<file path="config.mk">
export PLATFORM = sky130hd
export DESIGN_NAME = cam_ctrl
export DESIGN_NICKNAME = d
export VERILOG_FILES = /design/src/rtl/cam_ctrl.sv
export SDC_FILE = /design/constraint.sdc
export NUM_CORES = 1
export LEC_CHECK = 0
export ABC_AREA = 0
export BUFFER_PORTS_ARGS = -buffer_cell sky130_fd_sc_hd__buf_4
export CORE_UTILIZATION = 35
export DETAILED_ROUTE_END_ITERATION = 10
export SLEW_MARGIN = 20
export SYNTH_ARGS = -nofsm -noshare
export SYNTH_HDL_FRONTEND = slang
export SYNTH_SLANG_ARGS = --single-unit
</file>
<file path="constraint.sdc">
create_clock -name clk -period 7.1 [get_ports clk]
set_input_delay 0.71 -clock clk [delete_from_list [all_inputs] [get_ports clk]]
set_output_delay 0.71 -clock clk [all_outputs]
set_load 0.05 [all_outputs]
</file>
<file path="src/rtl/cam_ctrl.sv">
// cam_ctrl: sequencing/arbitration controller in front of a CAM datapath.
// Shares the CAM between a write requester (append) and a lookup requester
// (search by content). Owns entry allocation (write pointer, valid bits,
// occupancy, full/empty, clear). Turns the CAM match vector into a masked
// lowest-index result with hit and multi-hit flags.
//
// Ports:
//   clk, rst_n        clock, synchronous active-low reset
//   ena               gates new grants only
//   clr               level; invalidates all entries while idle
//   wr_valid/ready    write request handshake, wr_data = content to store
//   lk_valid/ready    lookup request handshake, lk_data = search key
//   lk_resp_valid     one-cycle result strobe; lk_hit/lk_multi/lk_idx held
//   count/full/empty  occupancy status
//   cam_we/waddr      registered CAM write strobe and address
//   cam_content       registered CAM write data or search key
//   cam_found         CAM match vector, valid the cycle after key is presented
module cam_ctrl #(
  parameter int unsigned WIDTH = 7,
  parameter int unsigned DEPTH = 16,
  parameter int unsigned AW    = 4
) (
  input  logic             clk,
  input  logic             rst_n,
  input  logic             ena,
  input  logic             clr,
  input  logic             wr_valid,
  output logic             wr_ready,
  input  logic [WIDTH-1:0] wr_data,
  input  logic             lk_valid,
  output logic             lk_ready,
  input  logic [WIDTH-1:0] lk_data,
  output logic             lk_resp_valid,
  output logic             lk_hit,
  output logic             lk_multi,
  output logic [AW-1:0]    lk_idx,
  output logic [AW:0]      count,
  output logic             full,
  output logic             empty,
  output logic             cam_we,
  output logic [AW-1:0]    cam_waddr,
  output logic [WIDTH-1:0] cam_content,
  input  logic [DEPTH-1:0] cam_found
);

  localparam logic [AW:0] CNT_FULL = (AW+1)'(DEPTH);

  typedef enum logic [1:0] {
    S_IDLE     = 2'd0,
    S_WR       = 2'd1,
    S_LK_ISSUE = 2'd2,
    S_LK_WAIT  = 2'd3
  } state_t;

  state_t           r_state;
  state_t           w_state_nxt;

  logic [DEPTH-1:0] r_valid;
  logic [AW-1:0]    r_wr_ptr;
  logic [AW:0]      r_count;
  logic             r_rr_last_lk;

  logic             r_cam_we;
  logic [AW-1:0]    r_cam_waddr;
  logic [WIDTH-1:0] r_cam_content;

  logic             r_lk_resp_valid;
  logic             r_lk_hit;
  logic             r_lk_multi;
  logic [AW-1:0]    r_lk_idx;

  logic             w_full;
  logic             w_wr_elig;
  logic             w_grant_wr;
  logic             w_grant_lk;
  logic             w_wr_ready;
  logic             w_lk_ready;
  logic             w_clr_do;

  logic [DEPTH-1:0] w_match;
  logic [AW:0]      w_nmatch;
  logic [AW-1:0]    w_low_idx;
  logic             w_seen;

  // Round-robin arbitration; a full CAM makes write ineligible so lookup wins
  assign w_full     = (r_count == CNT_FULL);
  assign w_wr_elig  = wr_valid & ~w_full;
  assign w_grant_wr = w_wr_elig & (~lk_valid | r_rr_last_lk);
  assign w_grant_lk = lk_valid & (~w_wr_elig | ~r_rr_last_lk);

  // State register
  always_ff @(posedge clk) begin
    if (!rst_n) r_state <= S_IDLE;
    else        r_state <= w_state_nxt;
  end

  // Next state and handshake decode; readies and clear only exist in IDLE
  always_comb begin
    w_state_nxt = r_state;
    w_wr_ready  = 1'b0;
    w_lk_ready  = 1'b0;
    w_clr_do    = 1'b0;
    unique case (r_state)
      S_IDLE: begin
        w_clr_do   = clr;
        w_wr_ready = ena & ~clr & w_grant_wr;
        w_lk_ready = ena & ~clr & w_grant_lk;
        if (w_wr_ready)      w_state_nxt = S_WR;
        else if (w_lk_ready) w_state_nxt = S_LK_ISSUE;
      end
      S_WR:       w_state_nxt = S_IDLE;
      S_LK_ISSUE: w_state_nxt = S_LK_WAIT;
      S_LK_WAIT:  w_state_nxt = S_IDLE;
      default:    w_state_nxt = S_IDLE;
    endcase
  end

  // Mask CAM matches with valid bits, then find popcount and lowest index
  always_comb begin
    w_match   = cam_found & r_valid;
    w_nmatch  = '0;
    w_low_idx = '0;
    w_seen    = 1'b0;
    for (int i = 0; i < int'(DEPTH); i++) begin
      if (w_match[i]) begin
        w_nmatch = w_nmatch + (AW+1)'(1);
        if (!w_seen) begin
          w_low_idx = AW'(i);
          w_seen    = 1'b1;
        end
      end
    end
  end

  // Allocation, CAM drive and lookup result registers
  always_ff @(posedge clk) begin
    if (!rst_n) begin
      r_valid         <= '0;
      r_wr_ptr        <= '0;
      r_count         <= '0;
      r_rr_last_lk    <= 1'b1;
      r_cam_we        <= 1'b0;
      r_cam_waddr     <= '0;
      r_cam_content   <= '0;
      r_lk_resp_valid <= 1'b0;
      r_lk_hit        <= 1'b0;
      r_lk_multi      <= 1'b0;
      r_lk_idx        <= '0;
    end else begin
      r_lk_resp_valid <= 1'b0;
      case (r_state)
        S_IDLE: begin
          if (w_clr_do) begin
            r_valid  <= '0;
            r_wr_ptr <= '0;
            r_count  <= '0;
          end else if (w_wr_ready) begin
            r_cam_content <= wr_data;
            r_cam_waddr   <= r_wr_ptr;
            r_cam_we      <= 1'b1;
            r_rr_last_lk  <= 1'b0;
          end else if (w_lk_ready) begin
            r_cam_content <= lk_data;
            r_rr_last_lk  <= 1'b1;
          end
        end
        // Entry becomes valid as the write strobe ends, before any later lookup
        S_WR: begin
          r_valid[r_wr_ptr] <= 1'b1;
          r_wr_ptr          <= r_wr_ptr + AW'(1);
          r_count           <= r_count + (AW+1)'(1);
          r_cam_we          <= 1'b0;
        end
        S_LK_WAIT: begin
          r_lk_hit        <= w_seen;
          r_lk_multi      <= (w_nmatch > (AW+1)'(1));
          r_lk_idx        <= w_low_idx;
          r_lk_resp_valid <= 1'b1;
        end
        default: ;
      endcase
    end
  end

  assign wr_ready      = w_wr_ready;
  assign lk_ready      = w_lk_ready;
  assign lk_resp_valid = r_lk_resp_valid;
  assign lk_hit        = r_lk_hit;
  assign lk_multi      = r_lk_multi;
  assign lk_idx        = r_lk_idx;
  assign count         = r_count;
  assign full          = w_full;
  assign empty         = (r_count == '0);
  assign cam_we        = r_cam_we;
  assign cam_waddr     = r_cam_waddr;
  assign cam_content   = r_cam_content;

endmodule

</file>
==> impl_metrics.env <==
export IMPL_grt_max_degree=24
export IMPL_hold_viol=0
export IMPL_drive_gt1_share_pct=26.0
export IMPL_grt_overflow_total=0
export IMPL_clkLatencyLatePin_ns=0.28
export IMPL_clkTransAtPathRegs_ns=0.06
export IMPL_die_area_um2=12100
export IMPL_min_period_over_period_pct=105
export IMPL_crit_path_start="cam_found[0]"
export IMPL_status="finished with violations"
export IMPL_initial_utilization_pct=35.9
export IMPL_setup_tns_final_ns=-0.328
export IMPL_fin_crit_ns=7.43
export IMPL_io_pins=64
export IMPL_path_max_fanout=4
export IMPL_routed_via_count=4124
export IMPL_crit_end="lk_multi"
export IMPL_synth_fp_nets=589
export IMPL_maxCapViolCount=0
export IMPL_crit_top_cell="ha_1"
export IMPL_die_w_um=110
export IMPL_r2r_cells=44
export IMPL_fillCellCount=1174
export IMPL_fmax_ghz=0.135
export IMPL_grt_usage_pct=18.0
export IMPL_grt_pass1_wl_um=17800
export IMPL_critPathMaxStageDelay_ns=0.48
export IMPL_place_area_um2=5000
export IMPL_setup_violations_final=1
export IMPL_n_antenna_cell=0
export IMPL_dr_pass1_iters=6
export IMPL_cp_arrival_ns=7.59
export IMPL_violations="setup timing"
export IMPL_crit_reg2reg_launch="r_valid[0]"
export IMPL_hp_class="reg -> reg"
export IMPL_fin_ws_ns=-0.328
export IMPL_cts_made_buffers=5
export IMPL_cp_slowest_cell="xnor3_4"
export IMPL_ys_warnings_count=0
export IMPL_start_kind="primary input"
export IMPL_grt_antenna_before_repair=0
export IMPL_timing_rr_end="lk_multi"
export IMPL_drtIter0Drc=132
export IMPL_endpoint_kind="flip-flop"
export IMPL_clk_path_buf_depth=2
export IMPL_wl_per_cell_um=13.8
export IMPL_rrSetupSlack_ns=-0.11
export IMPL_synthTopCellsByArea="dfxtp_1 23%, ha_1 7.3%, xnor2_1 7.1%"
export IMPL_cts_root_buf="clkbuf_16"
export IMPL_fin_worst_skew_ns=0.00265
export IMPL_relSlewSlack_pct=48.1
export IMPL_final_cell_mix="116 x buf_4, 68 x nand2_1, 53 x nor2_1"
export IMPL_synth_edf_count=0
export IMPL_mostFrequentLayoutCell="buf_4"
export IMPL_syn_inst=529
export IMPL_core_um2=11400
export IMPL_powerDensity_nw_per_um2=114
export IMPL_synth_area_per_cell_um2=7.75
export IMPL_synthArstFlopShare_pct=0
export IMPL_fin_area_um2=5290
export IMPL_rsz0062_at_grt="true"
export IMPL_yosys_area_top_type="dfxtp_1"
export IMPL_via_per_inst=5.35
export IMPL_grt_pass1_vias=3894
export IMPL_synth_cell_area_um2=4100
export IMPL_ys_seq_elements=47
export IMPL_irDropWorstVdd_v=0.000145
export IMPL_rows=39
export IMPL_h_tree_depth=2
export IMPL_synth_top_area_share_pct=23.0
export IMPL_crit_required_ns=7.26
export IMPL_drcViolationCount=0
export IMPL_worst_setup_path_type="in -> reg"
export IMPL_worst_slew_pin_slew_ns=0.775
export IMPL_area_growth_pct=29.2
export IMPL_ctsHoldBuffers=0
export IMPL_numPortBuffers=63
export IMPL_power_leakage_nw=2.24
export IMPL_clock_sinks=47
export IMPL_ys_seq_area_share_pct=23.0
export IMPL_total_power_mw=0.602
export IMPL_gp_congestion=0.858
export IMPL_routed_wl_um=10600
export IMPL_cts_tree="yes"
export IMPL_dpl_hpwl_um=8510
export IMPL_die_height_um=110
export IMPL_fin_nets=688
export IMPL_ys_types=67
export IMPL_postRouteAntennaNets=0
export IMPL_maxSlewViolCount=0
export IMPL_synth_flop_cell="dfxtp_1"
-- synthesized netlist by cell type (all sizes together) (10+ instances only) --
library cell,n
a21oi,28
a31oi,20
and2,21
clkbuf,19
dfxtp,47
ha,24
inv,16
mux2i,12
nand2,69
nand3,23
nand4,10
nor2,54
nor3,13
o21ai,25
xnor2,36
xor2,17
-- worst min path at each step --
stage	depth (start not counted)	slack [ns]	from	endpoint
floorplan	2	0.44	r_valid[0]	r_valid[0]
global placement	2	0.45	cam_waddr[1]	cam_waddr[1]
detailed placement	2	0.45	cam_waddr[1]	cam_waddr[1]
CTS	2	0.46	cam_waddr[1]	cam_waddr[1]
global route	2	0.50	cam_waddr[3]	cam_waddr[3]
finish	2	0.46	cam_waddr[1]	cam_waddr[1]
-- state kept, by name, indices dropped and copies added (netlist names) --
name and count:
r_state 2, cam_content 7, cam_we 1, r_rr_last_lk 1, cam_waddr 4, lk_idx 4, r_valid 16, r_wr_ptr 4
count 5, lk_hit 1, lk_multi 1, lk_resp_valid 1
-- stage by stage --
| stage | setup WS (ns) | cells | hold slack [ns] | util, % |
|---|---|---|---|---|
| 6_report | -0.328 | 771 | 0.457 | 46.4 |
| 5_1_grt | -0.804 | 771 | 0.499 | 46.4 |
| 4_1_cts | -0.349 | 769 | 0.460 | 46.0 |
| 3_5_place_dp | -0.710 | 753 | 0.451 | 43.8 |
| 3_3_place_gp | -0.569 | 753 | 0.449 | 43.8 |
| 2_1_floorplan | -0.253 | 529 | 0.437 | - |
-- final cells by class --
type,count,area [µm²],area share (%)
well taps,143,179,3.38
clock inverters,1,30.0,0.567
clock buffers,6,129,2.43
multi-input cells,441,3060,57.9
inverters,16,60.1,1.13
repair buffers,117,891,16.8
flip-flops and latches,47,941,17.8
-- per-layer routing --
layer / track usage (%) / wire length [µm]
met1: 23.2 / 4890
met3: 1.82 / 360
met4: 3.48 / 119
met5: 0 / 0
met2: 32.5 / 5260
-- report_power, final --
group	switching, mW	leakage [nW]	total, mW	internal (mW)
Clock	0.0898	0.0769	0.254	0.164
Combinational	0.0440	1.79	0.0756	0.0316
Sequential	0.00413	0.380	0.273	0.269
-- cells by family (layout without fill, tap and decap cells) --
| logic type | Yosys count | count (layout) | synth area share (%) |
|---|---|---|---|
| simple gates | 223 | 223 | 26.1 |
| compound gates | 125 | 125 | 20.1 |
| xor+xnor | 56 | 56 | 14.7 |
| flops | 47 | 47 | 23.0 |
| buf+inv | 41 | 140 | 5.59 |
| fa+ha+maj | 24 | 24 | 7.33 |
| mux | 13 | 13 | 3.21 |
-- critical path, delay by kind of cell --
kind / cells / cell delay [ns]
AO/OA/AOI/OAI: 11 / 1.33
AND/OR/NAND/NOR: 14 / 1.44
XOR/XNOR: 6 / 1.31
buffers and inverters: 7 / 0.75
adder cells (fa/ha/maj): 7 / 2.09
-- what timing repair did --
item | in CTS | in global routing
pin swaps | 13 | 10
resized for setup | 5 | 10
setup endpoints to repair | 1 | 1
setup buffers | 9 | 2
Power figures use the tool's default switching activity.
